<file path="src/rtl/cpu_ctrl_pkg.sv">
// ============================================================================
// Module : cpu_ctrl_pkg
// Brief  : Shared encodings for the RV32I multicycle controller and datapath.
// Rev    : 1.0 - initial release
// ============================================================================
`default_nettype none

package cpu_ctrl_pkg;

    typedef enum logic [2:0] {
        ST_FETCH  = 3'd0,
        ST_DECODE = 3'd1,
        ST_EXEC   = 3'd2,
        ST_MEM    = 3'd3,
        ST_WB     = 3'd4,
        ST_TRAP   = 3'd5
    } state_t;

    localparam logic [6:0] OP_RTYPE  = 7'b0110011;
    localparam logic [6:0] OP_IALU   = 7'b0010011;
    localparam logic [6:0] OP_LUI    = 7'b0110111;
    localparam logic [6:0] OP_AUIPC  = 7'b0010111;
    localparam logic [6:0] OP_LOAD   = 7'b0000011;
    localparam logic [6:0] OP_STORE  = 7'b0100011;
    localparam logic [6:0] OP_BRANCH = 7'b1100011;
    localparam logic [6:0] OP_JAL    = 7'b1101111;
    localparam logic [6:0] OP_JALR   = 7'b1100111;

    localparam logic [2:0] IMM_I = 3'd0;
    localparam logic [2:0] IMM_S = 3'd1;
    localparam logic [2:0] IMM_B = 3'd2;
    localparam logic [2:0] IMM_U = 3'd3;
    localparam logic [2:0] IMM_J = 3'd4;

    localparam logic [1:0] SRCA_RS1  = 2'd0;
    localparam logic [1:0] SRCA_PC   = 2'd1;
    localparam logic [1:0] SRCA_ZERO = 2'd2;

    localparam logic [1:0] SRCB_RS2  = 2'd0;
    localparam logic [1:0] SRCB_IMM  = 2'd1;
    localparam logic [1:0] SRCB_FOUR = 2'd2;

    localparam logic [1:0] ALU_ADD   = 2'd0;
    localparam logic [1:0] ALU_SUB   = 2'd1;
    localparam logic [1:0] ALU_FUNCT = 2'd2;

    localparam logic [1:0] WB_ALU  = 2'd0;
    localparam logic [1:0] WB_MEM  = 2'd1;
    localparam logic [1:0] WB_LINK = 2'd2;

    function automatic logic is_known_op(input logic [6:0] op);
        case (op)
            OP_RTYPE, OP_IALU, OP_LUI, OP_AUIPC, OP_LOAD,
            OP_STORE, OP_BRANCH, OP_JAL, OP_JALR: is_known_op = 1'b1;
            default:                              is_known_op = 1'b0;
        endcase
    endfunction

endpackage

`default_nettype wire

</file>
<file path="src/rtl/branch_cond.sv">
// ============================================================================
// Module : branch_cond
// Brief  : Branch outcome from funct3 and ALU rs1-rs2 flags.
// Rev    : 1.0 - initial release
// ============================================================================
`default_nettype none

module branch_cond (
    input  logic [2:0] i_funct3,
    input  logic       i_zero,
    input  logic       i_lt,
    input  logic       i_ltu,
    output logic       o_taken,
    output logic       o_invalid
);

    always_comb begin
        o_taken   = 1'b0;
        o_invalid = 1'b0;
        case (i_funct3)
            3'b000:  o_taken = i_zero;
            3'b001:  o_taken = !i_zero;
            3'b100:  o_taken = i_lt;
            3'b101:  o_taken = !i_lt;
            3'b110:  o_taken = i_ltu;
            3'b111:  o_taken = !i_ltu;
            default: o_invalid = 1'b1;
        endcase
    end

endmodule

`default_nettype wire

</file>
<file path="src/rtl/multicycle_ctrl.sv">
// ============================================================================
// Module : multicycle_ctrl
// Brief  : RV32I multicycle control FSM (fetch/decode/exec/mem/wb/trap).
// Rev    : 1.0 - initial release
// ============================================================================
`default_nettype none

module multicycle_ctrl
    import cpu_ctrl_pkg::*;
(
    input  logic        clk,
    input  logic        rst,
    input  logic [6:0]  opcode,
    input  logic [2:0]  funct3,
    input  logic        alu_zero,
    input  logic        alu_lt,
    input  logic        alu_ltu,
    input  logic        mem_ready,
    output logic        mem_req,
    output logic        mem_we,
    output logic        iord,
    output logic        ir_we,
    output logic        pc_we,
    output logic        reg_we,
    output logic        pc_src,
    output logic [2:0]  imm_sel,
    output logic [1:0]  alu_src_a,
    output logic [1:0]  alu_src_b,
    output logic [1:0]  alu_op,
    output logic [1:0]  wb_sel,
    output logic        illegal,
    output logic [31:0] instret
);

    state_t      r_state;
    logic [31:0] r_instret;
    state_t      w_next;
    logic        w_retire;
    logic        w_taken;
    logic        w_br_invalid;
    logic [2:0]  w_imm_sel;
    logic [1:0]  w_src_a;
    logic [1:0]  w_src_b;
    logic [1:0]  w_alu_op;
    logic        w_is_load;
    logic        w_is_store;
    logic        w_is_branch;
    logic        w_is_jump;

    branch_cond u_branch_cond (
        .i_funct3  (funct3),
        .i_zero    (alu_zero),
        .i_lt      (alu_lt),
        .i_ltu     (alu_ltu),
        .o_taken   (w_taken),
        .o_invalid (w_br_invalid)
    );

    assign w_is_load   = (opcode == OP_LOAD);
    assign w_is_store  = (opcode == OP_STORE);
    assign w_is_branch = (opcode == OP_BRANCH);
    assign w_is_jump   = (opcode == OP_JAL) || (opcode == OP_JALR);

    // Selects are held from EXEC through MEM/WB so the ALU result stays valid.
    always_comb begin
        w_imm_sel = IMM_I;
        w_src_a   = SRCA_RS1;
        w_src_b   = SRCB_IMM;
        w_alu_op  = ALU_ADD;
        case (opcode)
            OP_RTYPE:  begin w_src_b = SRCB_RS2; w_alu_op = ALU_FUNCT; end
            OP_IALU:   w_alu_op = ALU_FUNCT;
            OP_LUI:    begin w_imm_sel = IMM_U; w_src_a = SRCA_ZERO; end
            OP_AUIPC:  begin w_imm_sel = IMM_U; w_src_a = SRCA_PC; end
            OP_STORE:  w_imm_sel = IMM_S;
            OP_BRANCH: begin w_imm_sel = IMM_B; w_src_a = SRCA_PC; end
            OP_JAL:    begin w_imm_sel = IMM_J; w_src_a = SRCA_PC; end
            default:   ;
        endcase
    end

    always_comb begin
        w_next    = r_state;
        w_retire  = 1'b0;
        mem_req   = 1'b0;
        mem_we    = 1'b0;
        iord      = 1'b0;
        ir_we     = 1'b0;
        pc_we     = 1'b0;
        reg_we    = 1'b0;
        pc_src    = 1'b0;
        imm_sel   = IMM_I;
        alu_src_a = SRCA_RS1;
        alu_src_b = SRCB_RS2;
        alu_op    = ALU_ADD;
        wb_sel    = WB_ALU;
        illegal   = 1'b0;
        case (r_state)
            ST_FETCH: begin
                mem_req   = 1'b1;
                alu_src_a = SRCA_PC;
                alu_src_b = SRCB_FOUR;
                if (mem_ready) begin
                    ir_we  = 1'b1;
                    pc_we  = 1'b1;
                    w_next = ST_DECODE;
                end
            end
            ST_DECODE: begin
                w_next = is_known_op(opcode) ? ST_EXEC : ST_TRAP;
            end
            ST_EXEC: begin
                imm_sel   = w_imm_sel;
                alu_src_a = w_src_a;
                alu_src_b = w_src_b;
                alu_op    = w_alu_op;
                if (w_is_branch) begin
                    if (w_br_invalid) begin
                        w_next = ST_TRAP;
                    end else begin
                        pc_we    = w_taken;
                        pc_src   = w_taken;
                        w_retire = 1'b1;
                        w_next   = ST_FETCH;
                    end
                end else if (w_is_jump) begin
                    pc_we  = 1'b1;
                    pc_src = 1'b1;
                    w_next = ST_WB;
                end else if (w_is_load || w_is_store) begin
                    w_next = ST_MEM;
                end else begin
                    w_next = ST_WB;
                end
            end
            ST_MEM: begin
                imm_sel   = w_imm_sel;
                alu_src_a = w_src_a;
                alu_src_b = w_src_b;
                alu_op    = w_alu_op;
                mem_req   = 1'b1;
                iord      = 1'b1;
                mem_we    = w_is_store;
                if (mem_ready) begin
                    w_next   = w_is_store ? ST_FETCH : ST_WB;
                    w_retire = w_is_store;
                end
            end
            ST_WB: begin
                imm_sel   = w_imm_sel;
                alu_src_a = w_src_a;
                alu_src_b = w_src_b;
                alu_op    = w_alu_op;
                reg_we    = 1'b1;
                wb_sel    = w_is_load ? WB_MEM : (w_is_jump ? WB_LINK : WB_ALU);
                w_retire  = 1'b1;
                w_next    = ST_FETCH;
            end
            ST_TRAP: illegal = 1'b1;
            default: w_next = ST_FETCH;
        endcase
        // Reset must silence the bus instantly, not at the next edge.
        if (rst) begin
            w_retire  = 1'b0;
            mem_req   = 1'b0;
            mem_we    = 1'b0;
            iord      = 1'b0;
            ir_we     = 1'b0;
            pc_we     = 1'b0;
            reg_we    = 1'b0;
            pc_src    = 1'b0;
            imm_sel   = 3'd0;
            alu_src_a = 2'd0;
            alu_src_b = 2'd0;
            alu_op    = 2'd0;
            wb_sel    = 2'd0;
            illegal   = 1'b0;
        end
    end

    always_ff @(posedge clk or posedge rst) begin
        if (rst) begin
            r_state   <= ST_FETCH;
            r_instret <= 32'd0;
        end else begin
            r_state <= w_next;
            if (w_retire) begin
                r_instret <= r_instret + 32'd1;
            end
        end
    end

    assign instret = r_instret;

endmodule

`default_nettype wire

</file>
<file path="config.mk">
export PLATFORM = sky130hd
export DESIGN_NAME = multicycle_ctrl
export DESIGN_NICKNAME = d
export VERILOG_FILES = /design/src/rtl/cpu_ctrl_pkg.sv /design/src/rtl/branch_cond.sv /design/src/rtl/multicycle_ctrl.sv
export SDC_FILE = /design/constraint.sdc
export NUM_CORES = 1
export LEC_CHECK = 0
export ABC_AREA = 0
export CORE_UTILIZATION = 42
export DETAILED_ROUTE_END_ITERATION = 7
export PLACE_DENSITY = 0.77
export RECOVER_POWER = 25
export SLEW_MARGIN = 15
export SYNTH_ARGS = -nofsm -noshare
export SYNTH_HDL_FRONTEND = slang
export SYNTH_SLANG_ARGS = --single-unit
</file>
<file path="constraint.sdc">
create_clock -name clk -period 2.1 [get_ports clk]
set_input_delay 0.42 -clock clk [delete_from_list [all_inputs] [get_ports clk]]
set_output_delay 0.42 -clock clk [all_outputs]
set_load 0.005 [all_outputs]
</file>
After elaboration in Yosys (flattened, before gate mapping). Index checks and enable logic that the tools add are counted. W data, S select, Z words.

Input port bits: 16. Register bits after elaboration: 35. Logic and storage cells: 93. Output and inout bits: 51.

Reductions and logical operators: 15. Equality and inequality tests: 21. Bitwise gates (word level): 1. $add $sub $neg: 1. Multiplexer cells: 53.

Operators with widths (count): $add A32 B1 Y32 const B (1); $mux W3 (10); $mux W1 (26); $eq A7 B6 Y1 const B (3); $eq A7 B7 Y1 const B (3); $eq A3 B3 Y1 const B (6); $mux W2 (9); $pmux W3 S5 (1); $eq A7 B5 Y1 const B (2); $pmux W2 S2 (3); $pmux W3 S4 (1); $reduce_or A9 Y1 (1); $eq A7 B2 Y1 const B (1); $eq A3 B1 Y1 const B (2); $eq A3 B2 Y1 const B (2); $logic_not A3 Y1 (2); $pmux W1 S6 (1); $reduce_or A2 Y1 (3); $reduce_or A3 Y1 (2); $reduce_or A6 Y1 (1); $ne A2 B2 Y1 const B (2); $logic_not A1 Y1 (3); $pmux W1 S3 (1); $reduce_and A3 Y1 (1); 3 further kinds (4).

Longest topological paths before layout. Gate-level depths: netlist (run 1).

Depth in word-level cells: 6. Gate-level depth with buffers: 7.

Modules after synthesis. Synthesis (run 1) repeated with hierarchy kept, for this count alone.

Cell total of the unflattened synthesis: 224. Area, all modules: 2070.7 um^2.

Modules (own cells, without submodules): multicycle_ctrl (instances 1, cells each 218, area an instance 2024.4 um^2, seq. area each 875.8 um^2); branch_cond (instances 1, cells each 6, area an instance 46.3 um^2, seq. area each 0.0 um^2).

Worst setup path before layout (run 1). Ideal clock, no wire load.

Path kind: input to register. Start: in rst. End: reg r_instret[13], in the netlist instret[13]. Buffers on the path: 1. Stages: 6. Arrival time: 2.342 ns. Setup slack: -0.322 ns. Library setup time: 0.079 ns. Data required time: 2.021 ns. Path through: inv_1 -> nand3_1 -> o211a_1 -> buf_2 -> nor4b_2 -> xor2_1.

Word-level cells in the longest chain between the ends: 1.

RTL lines: start, declared (RTL line multicycle_ctrl.sv:12) `input logic rst,`; $mux W1 (RTL line multicycle_ctrl.sv:163) `if (rst) begin`; end signal, assigned (RTL line multicycle_ctrl.sv:188) `r_instret <= r_instret + 32'd1;`; end, declared (RTL line multicycle_ctrl.sv:36) `logic [31:0] r_instret;`.

Every way passes these cells. A chain may end at the register's enable or synchronous reset.

Worst setup path after layout (run 1).
Start: reg r_instret[15], in the netlist instret[15]. End: reg r_instret[21], in the netlist instret[21].

Word-level cells in the longest chain between the ends: 1.

RTL lines (RTL line): $add A32 B1 Y32 (multicycle_ctrl.sv:188).

Every way passes these cells.

==> results of run 1 <==
[registers in the layout, indices dropped and copies added (netlist names)]
signal,flops
r_state,3
instret,32
[kinds of logic (layout without fill, tap and decap cells)]
group                      after synthesis  in the layout  share of synthesized area, %
buffers and inverters                   19            134                          4.10
adders and majority gates                1              1                         0.578
other                                    1              1                         0.173
DFF                                     35             35                          40.5
xor gates and xnor gates                33             33                          13.4
muxes                                    1              1                         0.462
and+or+nand+nor                        109            109                          34.2
AOI/OAI and AO/OA                       21             21                          6.65
[timing repair]
action,4_1_cts,5_1_grt
buffers inserted,9,5
resized for setup,69,38
endpoints found under the setup margin,43,36
cloned,0,1
pin swaps,17,16
[routing by layer]
| metal | GRT usage [%] | wire, µm | vias up |
|---|---|---|---|
| met1 | 30.1 | 2760 | 1092 |
| li1 | - | - | 1022 |
| met3 | 3.29 | 239 | 6 |
| met5 | 0 | 0 | - |
| met2 | 43.0 | 3420 | 62 |
| met4 | 6.41 | 62 | 0 |
[cell type report]
class / count / area (µm²) / share of cell area [%]
Clock buffer: 6 / 82.6 / 2.35
Clock inverter: 1 / 5.00 / 0.142
Inverter: 8 / 31.3 / 0.890
Multi-Input combinational cell: 166 / 1390 / 39.6
Timing Repair Buffer: 119 / 1040 / 29.7
Sequential cell: 35 / 877 / 25.0
Tap cell: 67 / 83.8 / 2.39
[worst min path at each step]
stage	slack (ns)	end	cells past startpoint
after detailed placement	0.47	instret[31]$_DFFE_PP0P_	1
after global routing	0.48	instret[31]$_DFFE_PP0P_	1
after global placement	0.46	instret[31]$_DFFE_PP0P_	1
after floorplan	0.37	instret[0]$_DFFE_PP0P_	1
final	0.47	instret[31]$_DFFE_PP0P_	1
after CTS	0.47	instret[31]$_DFFE_PP0P_	1
[worst max-delay path, cell delays in order, from the launching register on]
cell and delay [ns]:
dfrtp_1 0.41, and4_2 0.28, nand3_1 0.11, or4_4 0.61, buf_4 0.18, nor3b_4 0.20
xor2_1 0.18
[placed cells by master, fill, tap and decap left out, drive strengths merged, types with 3 or more instances in the layout]
cell type / n
a21oi: 6
and2: 3
and3: 6
and4: 3
buf: 56
clkbuf: 17
clkdlybuf4s50: 34
dfrtp: 35
dlygate4sd2: 14
inv: 7
nand2: 17
nand2b: 3
nand3: 16
nand4: 13
nor2: 11
nor3: 10
nor3b: 3
nor4: 10
nor4b: 4
o21ai: 3
xnor2: 13
xor2: 20
[where the power goes]
part | internal [mW] | switching, mW
Combinational | 0.0544 | 0.0571
Clock | 0.257 | 0.230
Sequential | 0.674 | 0
[metrics by stage]
step / setup slack (ns) / total power [mW] / TNS [ns]
after detailed placement: -0.627 / 0.790 / -17.10
after floorplan: 0.00704 / 0.722 / 0
final: 0.0384 / 1.27 / 0
after global routing: -0.0385 / 1.32 / -0.0489
after CTS: 0.00450 / 1.28 / 0
after global placement: -0.559 / 0.788 / -15.36
==> metrics.md, run 1 <==
| Metric | Value |
|---|---|
| Status | `complete, no violations` |
| P per Cell Area | `362 nW/µm²` |
| Layout Skew | `0.00267 ns` |
| Post-synth top cells | `dfrtp_1 (35), xor2_1 (20), nand2_1 (16), nand3_1 (16), xnor2_1 (13)` |
| Worst hold slack | `0.466 ns` |
| Layout filler cell count | `346` |
| FMAX | `485 MHz` |
| I/O pin total | `67` |
| Post-synth EDFFs | `0` |
| Fin nets | `352` |
| CTS Buffer Depth | `2` |
| Min cycle time layout | `2.06 ns` |
| Clock transition at path regs | `0.07 ns` |
| Vias in the first global route | `2120` |
| Largest net degree at the start of global routing | `36` |
| Grt ovf | `0` |
| Count of final hold-check violations | `0` |
| First-pass GRT wire length | `10.1 mm` |
| Starting Density | `44.6%` |
| Startpoint Class | `register` |
| Non-filler cells, final | `402` |
| Kind of critical path | `reg -> reg` |
| Die Span Y | `73.8 µm` |
| Crit path arrival time | `2.26 ns` |
| Critical Path End | `instret[21]$_DFFE_PP0P_` |
| Syn nets | `237` |
| Clk root buf | `clkbuf_8` |
| Maximum VDD drop | `430 µV` |
| CTS H-tree lvls | `2` |
| Post-synth top area share | `40.5%` |
| # rows | `25` |
| Crit share post-route | `98.2%` |
| Clock Sinks | `35` |
| CP startpoint | `instret[15]$_DFFE_PP0P_` |
| Initial antenna violation count | `0` |
| Core area | `4850 µm²` |
| DIE WIDTH | `73.8 µm` |
| Core Util, Final | `72.5%` |
| Register bit count reported by yosys | `35` |
| Cell count after synthesis | `220` |
| Post-synthesis sequential area ratio | `40.5%` |
| Largest area contributor in the netlist | `dfrtp_1` |
| Number of inserted diodes | `0` |
| Largest cells by area after synthesis | `dfrtp_1 (40%), xor2_1 (8.1%), xnor2_1 (5.3%), nor4_2 (4.0%), nand3_1 (3.7%)` |
| Most frequent cell after synthesis | `dfrtp_1` |
| Vias per cell | `5.43` |
| Iteration-0 DRC Markers | `109` |
| Number of CTS-inserted buffers | `5` |
| Placed cell areas | `3170 µm²` |
| DP HPWL | `4.24 mm` |
| Required time worst endpoint | `2.30 ns` |
| Synthesis warning total | `0` |
| P&R area growth vs syn | `62.4%` |
| Tightest Pin Transition | `0.865 ns` |
| GRT Total Usage | `24.0%` |
| Routability cong. | `0.885` |
| Final instance area | `3510 µm²` |
| Hold WC Path Type | `reg -> reg` |
| CP max FO | `5` |
| FFs w/ async S/R, synth | `100%` |
| Yosys cell types | `53` |
| DIE AREA | `5440 µm²` |
| Worst-case reg-to-reg path depth | `6` |
| Count of input and output buffers | `65` |
| Clock latency on the worst-skew pair | `0.28 ns` |
| Top_reg_cell synth | `dfrtp_1` |
| Mapped Area | `2160 µm²` |
| DR DRC count | `0` |
| CP endpoint kind | `register` |
| Min-delay src | `instret[31]$_DFFE_PP0P_` |
| Syn avg cell area | `9.84 µm²` |
| DR pass1 iterations | `4` |
| Cts hold-fix bufs | `0` |
| DRT antenna net count | `0` |
| Max-cap viol count | `0` |
| Reg2Reg Setup Slack | `0.04 ns` |
| Final setup violation count | `0` |
| Share of post-route cells with drive strength above 1 | `35.8%` |
| Crit Reg-Reg Endpoint | `instret[21]$_DFFE_PP0P_` |
| Via count | `2182` |
| Rel. slew slack | `42.3%` |
| Leakage | `1.83 nW` |
| Slew Limit Fails | `0` |
| Wire length per cell | `16.1 µm` |
| CTS tree | `yes` |
| Placed cell count | `381` |
| Start of the worst register-to-register path | `instret[15]$_DFFE_PP0P_` |
| Total Routed Length | `6.48 mm` |
Note: power is estimated with default switching activity, not from simulation.
==> inputs of run 2 (changes only) <==
--- a/config.mk
+++ b/config.mk
@@ -8,8 +8,9 @@
 export ABC_AREA = 0
 export CORE_UTILIZATION = 42
 export DETAILED_ROUTE_END_ITERATION = 7
-export PLACE_DENSITY = 0.77
+export PLACE_DENSITY_LB_ADDON = 0.2
 export RECOVER_POWER = 25
+export SETUP_SLACK_MARGIN = 0.3
 export SLEW_MARGIN = 15
 export SYNTH_ARGS = -nofsm -noshare
 export SYNTH_HDL_FRONTEND = slang
==> metrics.md, run 2 (synthesis gave the netlist of run 1 again) <==
| Metric | Value |
|---|---|
| Startpoint Class | `primary input` |
| Tightest Pin Transition | `0.894 ns (+0.0282 ns)` |
| Hold WC Path Type | `reg -> reg` |
| Vias in the first global route | `2280 (+7.5%)` |
| Clk root buf | `clkbuf_8` |
| Max FFs per register | `32 (unchanged)` |
| Grt ovf | `0 (unchanged)` |
| CTS H-tree lvls | `2 (unchanged)` |
| Clock Sinks | `35 (unchanged)` |
| CP endpoint kind | `output pin` |
| Commonest non-fill, non-tap cell in the layout | `buf_4` |
| Maximum VDD drop | `312 µV (-27%)` |
| P&R area growth vs syn | `82.9%` |
| P per Cell Area | `323 nW/µm² (-11%)` |
| Setup TNS | `0 ns (unchanged)` |
| Most frequent cells in the layout | `buf_4 (57), clkdlybuf4s50_1 (33), dfrtp_1 (31), xor2_1 (20), buf_2 (19)` |
| Largest net degree at the start of global routing | `36 (unchanged)` |
| DRT antenna net count | `0 (unchanged)` |
| Slew Limit Fails | `0 (unchanged)` |
| Crit path arrival time | `1.62 ns (-0.64 ns)` |
| Count of input and output buffers | `65 (unchanged)` |
| CTS tree | `yes` |
| DR pass1 iterations | `4 (unchanged)` |
| Crit share post-route | `97.1% (-1.0 points)` |
| Die Span Y | `73.8 µm (unchanged)` |
| I/O pin total | `67 (unchanged)` |
| Iteration-0 DRC Markers | `119 (+9.2%)` |
| Share of post-route cells with drive strength above 1 | `51.0% (+15 points)` |
| Layout Skew | `0.00267 ns (+0.00000233 ns)` |
| Clock latency on the worst-skew pair | `0.29 ns (about the same)` |
| Min cycle time layout | `2.04 ns (-0.0215 ns)` |
| Layout filler cell count | `266 (-23%)` |
| DIE WIDTH | `73.8 µm (unchanged)` |
| CTS Buffer Depth | `2 (unchanged)` |
| Fin nets | `377 (+7.1%)` |
| Required time worst endpoint | `1.68 ns (-0.62 ns)` |
| CP max FO | `5 (unchanged)` |
| # rows | `25 (unchanged)` |
| Number of inserted diodes | `0 (unchanged)` |
| Count of final hold-check violations | `0 (unchanged)` |
| Non-filler cells, final | `428 (+6.5%)` |
| Routability cong. | `0.837 (-5.4%)` |
| Wire length per cell | `16.9 µm (+4.5%)` |
| Status | `complete, no violations` |
| Vias per cell | `5.46 (+0.51%)` |
| Number of CTS-inserted buffers | `5 (unchanged)` |
| FMAX | `490 MHz (+1.1%)` |
| Placed cell count | `380 (-0.26%)` |
| Core area | `4850 µm² (unchanged)` |
| Cts hold-fix bufs | `0 (unchanged)` |
| First-pass GRT wire length | `11.0 mm (+9.2%)` |
| Kind of critical path | `in -> out` |
| Worst hold slack | `0.465 ns (-0.000616 ns)` |
| DIE AREA | `5440 µm² (unchanged)` |
| DR DRC count | `0 (unchanged)` |
| Final setup violation count | `0 (unchanged)` |
| Rel. slew slack | `40.4% (-1.9 points)` |
| Clock transition at path regs | `0.07 ns (about the same)` |
| Core Util, Final | `81.7% (+9.2 points)` |
| Max-cap viol count | `0 (unchanged)` |
| Total Routed Length | `7.22 mm (+11%)` |
| Initial antenna violation count | `0 (unchanged)` |
| GRT Total Usage | `27.0% (+3.0 points)` |
| DP HPWL | `4.01 mm (-5.4%)` |
| Via count | `2335 (+7.0%)` |
| Starting Density | `44.6% (unchanged)` |
| RSZ-0062 raised after global routing | `true` |
| Leakage | `2.05 nW (+13%)` |
## run 2: cell count changes in the layout (fill, tap and decap cells not counted), moves of 4 or more
cell / change
buf_2: +15
buf_4: +14
dlygate4sd2_1: -12
buf_6: +11
clkbuf_2: -8
nand3_1: -6
nand3_4: +6
buf_8: +4
## run 2: repair_timing
item                                    in CTS  in global routing
hold endpoints to repair                     0                  0
gates cloned                                 1                  0
pin swaps                                   77                 37
buffers inserted                            31                  8
endpoints found under the setup margin      52                 50
gates resized for setup                    194                 30
## run 2: report_power, final
part | internal [mW] | leakage (nW) | switching [mW]
clock network | 0.232 | 0.0412 | 0.258
registers | 0.673 | 0.468 | 0
logic | 0.0533 | 1.54 | 0.0612
## run 2: final timing paths
kind | from | to | slack [ns] | depth (start not counted)
max in group asynchronous | rst | instret[1]$_DFFE_PP0P_ | 0.69 | 4
min in group asynchronous | rst | instret[25]$_DFFE_PP0P_ | 0.80 | 4
max reg2reg | r_state[2]$_DFFE_PP0P_ | instret[11]$_DFFE_PP0P_ | 0.08 | 8
max | rst | wb_sel[1] | 0.06 | 7
min reg2reg | instret[31]$_DFFE_PP0P_ | instret[31]$_DFFE_PP0P_ | 0.47 | 1
min | instret[31]$_DFFE_PP0P_ | instret[31]$_DFFE_PP0P_ | 0.47 | 1
## run 2: metrics by stage
stage | power, mW | instance area, µm² | setup slack [ns]
finish | 1.28 | 3960 | 0.0599
global route | 1.33 | 3960 | -0.00397
CTS | 1.28 | 3820 | 0.0977
detailed placement | 0.787 | 3150 | -0.595
global placement | 0.786 | 3150 | -0.581
floorplan | 0.722 | 2180 | 0.213
## run 2: routing by layer
metal / track usage (%) / wire length, µm / up-vias
li1: - / - / 1087
met1: 35.2 / 2990 / 1154
met2: 44.9 / 3730 / 83
met3: 5.21 / 373 / 11
met4: 8.97 / 121 / 0
met5: 0 / 0 / -
## run 2: worst max-delay path: stages
cell,delay [ns]
clkbuf_1,0.26
clkbuf_1,0.32
clkinvlp_4,0.20
nand3_4,0.14
buf_4,0.13
nor2_2,0.03
buf_2,0.13
## run 2: final cells by class
class | instances | area, µm² | share of cell area, %
Timing Repair Buffer | 144 | 1260 | 31.8
Clock buffer | 6 | 72.6 | 1.83
Inverter | 8 | 36.3 | 0.917
Clock inverter | 2 | 12.5 | 0.316
Multi-Input combinational cell | 166 | 1610 | 40.8
Sequential cell | 35 | 881 | 22.3
Tap cell | 67 | 83.8 | 2.12
==> inputs of run 3 (changes only) <==
--- a/config.mk
+++ b/config.mk
@@ -11,7 +11,8 @@
 export PLACE_DENSITY_LB_ADDON = 0.2
 export RECOVER_POWER = 25
 export SETUP_SLACK_MARGIN = 0.3
-export SLEW_MARGIN = 15
+export SLEW_MARGIN = 20
 export SYNTH_ARGS = -nofsm -noshare
 export SYNTH_HDL_FRONTEND = slang
 export SYNTH_SLANG_ARGS = --single-unit
+export TNS_END_PERCENT = 30
==> metrics.md, run 3 (synthesis gave the netlist of run 1 again) <==
| Metric | Value |
|---|---|
| Status | `complete, no violations` |
| Most frequent cells in the layout | `buf_4 (38), clkdlybuf4s50_1 (33), dfrtp_1 (33), xor2_1 (20), buf_2 (18)` |
| Maximum VDD drop | `476 µV (+53%)` |
| Iteration-0 DRC Markers | `173 (+45%)` |
| Core Util, Final | `73.6% (-8.0 points)` |
| Starting Density | `44.6% (unchanged)` |
| Initial antenna violation count | `0 (unchanged)` |
| Core area | `4850 µm² (unchanged)` |
| Total Power | `1.28 mW (-0.19%)` |
| I/O pin total | `67 (unchanged)` |
| DR DRC count | `0 (unchanged)` |
| Setup WS post-layout | `0.112 ns (+0.0519 ns)` |
| DIE WIDTH | `73.8 µm (unchanged)` |
| CP max FO | `6 (+1)` |
| Rel. slew slack | `42.1% (+1.7 points)` |
| DIE AREA | `5440 µm² (unchanged)` |
| P&R area growth vs syn | `64.9%` |
| Share of post-route cells with drive strength above 1 | `41.6% (-9.4 points)` |
| CTS Buffer Depth | `2 (unchanged)` |
| GRT Total Usage | `23.5% (-3.5 points)` |
| Count of final hold-check violations | `0 (unchanged)` |
| Number of inserted diodes | `0 (unchanged)` |
| Die Span Y | `73.8 µm (unchanged)` |
| Largest net degree at the start of global routing | `36 (unchanged)` |
| Min cycle time layout | `1.99 ns (-0.0519 ns)` |
| Tightest Pin Transition | `0.868 ns (-0.0258 ns)` |
| Max FFs per register | `32 (unchanged)` |
| # rows | `25 (unchanged)` |
| P per Cell Area | `357 nW/µm² (+11%)` |
| DRT antenna net count | `0 (unchanged)` |
| Hold WC Path Type | `reg -> reg` |
| Max-cap viol count | `0 (unchanged)` |
| Via count | `2162 (-7.4%)` |
| Clock transition at path regs | `0.08 ns (about the same)` |
| Crit share post-route | `94.7% (-2.5 points)` |
| Layout Skew | `0.0135 ns (+0.0108 ns)` |
| Leakage | `1.72 nW (-16%)` |
| Clock latency on the worst-skew pair | `0.29 ns (about the same)` |
| Wire length per cell | `16.0 µm (-5.0%)` |
| CP endpoint kind | `register` |
| Placed cell areas | `3160 µm² (+0.16%)` |
| Vias in the first global route | `1981 (-13%)` |
| Clk root buf | `clkbuf_8` |
| Routability cong. | `0.835 (-0.26%)` |
| Startpoint Class | `primary input` |
| CTS tree | `yes` |
| RSZ-0062 raised after global routing | `true` |
| Fin nets | `350 (-7.2%)` |
| Cts hold-fix bufs | `0 (unchanged)` |
| Grt ovf | `0 (unchanged)` |
| Kind of critical path | `in -> reg` |
| CTS H-tree lvls | `2 (unchanged)` |
| DR pass1 iterations | `4 (unchanged)` |
| Slew Limit Fails | `0 (unchanged)` |
| Crit path arrival time | `2.20 ns (+0.58 ns)` |
| Worst hold slack | `0.479 ns (+0.0131 ns)` |
| Vias per cell | `5.39 (-1.2%)` |
| Total Routed Length | `6.42 mm (-11%)` |
| Final setup violation count | `0 (unchanged)` |
| Pre-CTS WS | `-0.593 ns (+0.00178 ns)` |
| Clock Sinks | `35 (unchanged)` |
| Count of input and output buffers | `65 (unchanged)` |
| DP HPWL | `4.02 mm (+0.27%)` |
| First-pass GRT wire length | `9.60 mm (-13%)` |
| Number of CTS-inserted buffers | `5 (unchanged)` |
| FMAX | `503 MHz (+2.6%)` |
| Commonest non-fill, non-tap cell in the layout | `buf_4` |
| Required time worst endpoint | `2.31 ns (+0.63 ns)` |
| Final instance area | `3570 µm² (-9.8%)` |
==> run 3: cell types whose count changed in the layout (fill, tap and decap cells not counted), sizes merged <==
cell           before  now
clkinvlp            2    3
clkbuf             11   10
dlygate4sd2         2    5
inv                 7    6
clkdlybuf4s15       4    5
buf               100   70
==> run 3: repair_timing <==
| item | in CTS | in global routing |
|---|---|---|
| endpoints found under the setup margin | 53 | 49 |
| gates cloned | 0 | 2 |
| buffers inserted | 8 | 4 |
| resized for setup | 139 | 28 |
| pin swaps | 25 | 16 |
==> run 3: final timing paths <==
check,from,endpoint,slack (ns),cells after the start
setup / recovery,opcode[4],instret[25]$_DFFE_PP0P_,0.11,10
hold / removal,instret[31]$_DFFE_PP0P_,instret[31]$_DFFE_PP0P_,0.48,1
setup reg to reg,r_state[1]$_DFFE_PP0P_,instret[25]$_DFFE_PP0P_,0.13,7
hold reg to reg,instret[31]$_DFFE_PP0P_,instret[31]$_DFFE_PP0P_,0.48,1
max in group asynchronous,rst,r_state[1]$_DFFE_PP0P_,0.72,4
min in group asynchronous,rst,instret[3]$_DFFE_PP0P_,0.77,4
==> run 3: where the power goes <==
group	switching [mW]	leakage, nW	internal (mW)
Combinational	0.0633	1.21	0.0576
Clock	0.249	0.0412	0.232
Sequential	0	0.472	0.674
==> run 3: cell type report <==
type                       count  area (µm²)
multi-input combinational    166        1450
fill                         349        1280
timing repair buffer         117        1040
sequential                    35         878
tap                           67        83.8
clock buffer                   6        72.6
inverter                       8        37.5
clock inverter                 2        12.5
==> run 3: per-stage QoR <==
stage          instances  TNS, ns
6_report             401        0
3_5_place_dp         379   -16.93
2_1_floorplan        220        0
4_1_cts              395        0
5_1_grt              401        0
3_3_place_gp         379   -16.29
==> run 3: worst max-delay path, stage by stage <==
cell and delay, ns:
buf_6 0.09, buf_6 0.12, nor4b_4 0.27, buf_4 0.16
buf_6 0.09, nand4_1 0.17, o211a_4 0.24, buf_12 0.15
nor4_4 0.28, xor2_1 0.20
==> run 3: metal layers <==
metal	global-route usage [%]	up-vias	part of all wire, %
met3	4.94	4	4.2
met4	5.98	0	0.68
met2	39.2	63	50
li1	-	1022	-
met1	30.9	1073	45
met5	0	-	0
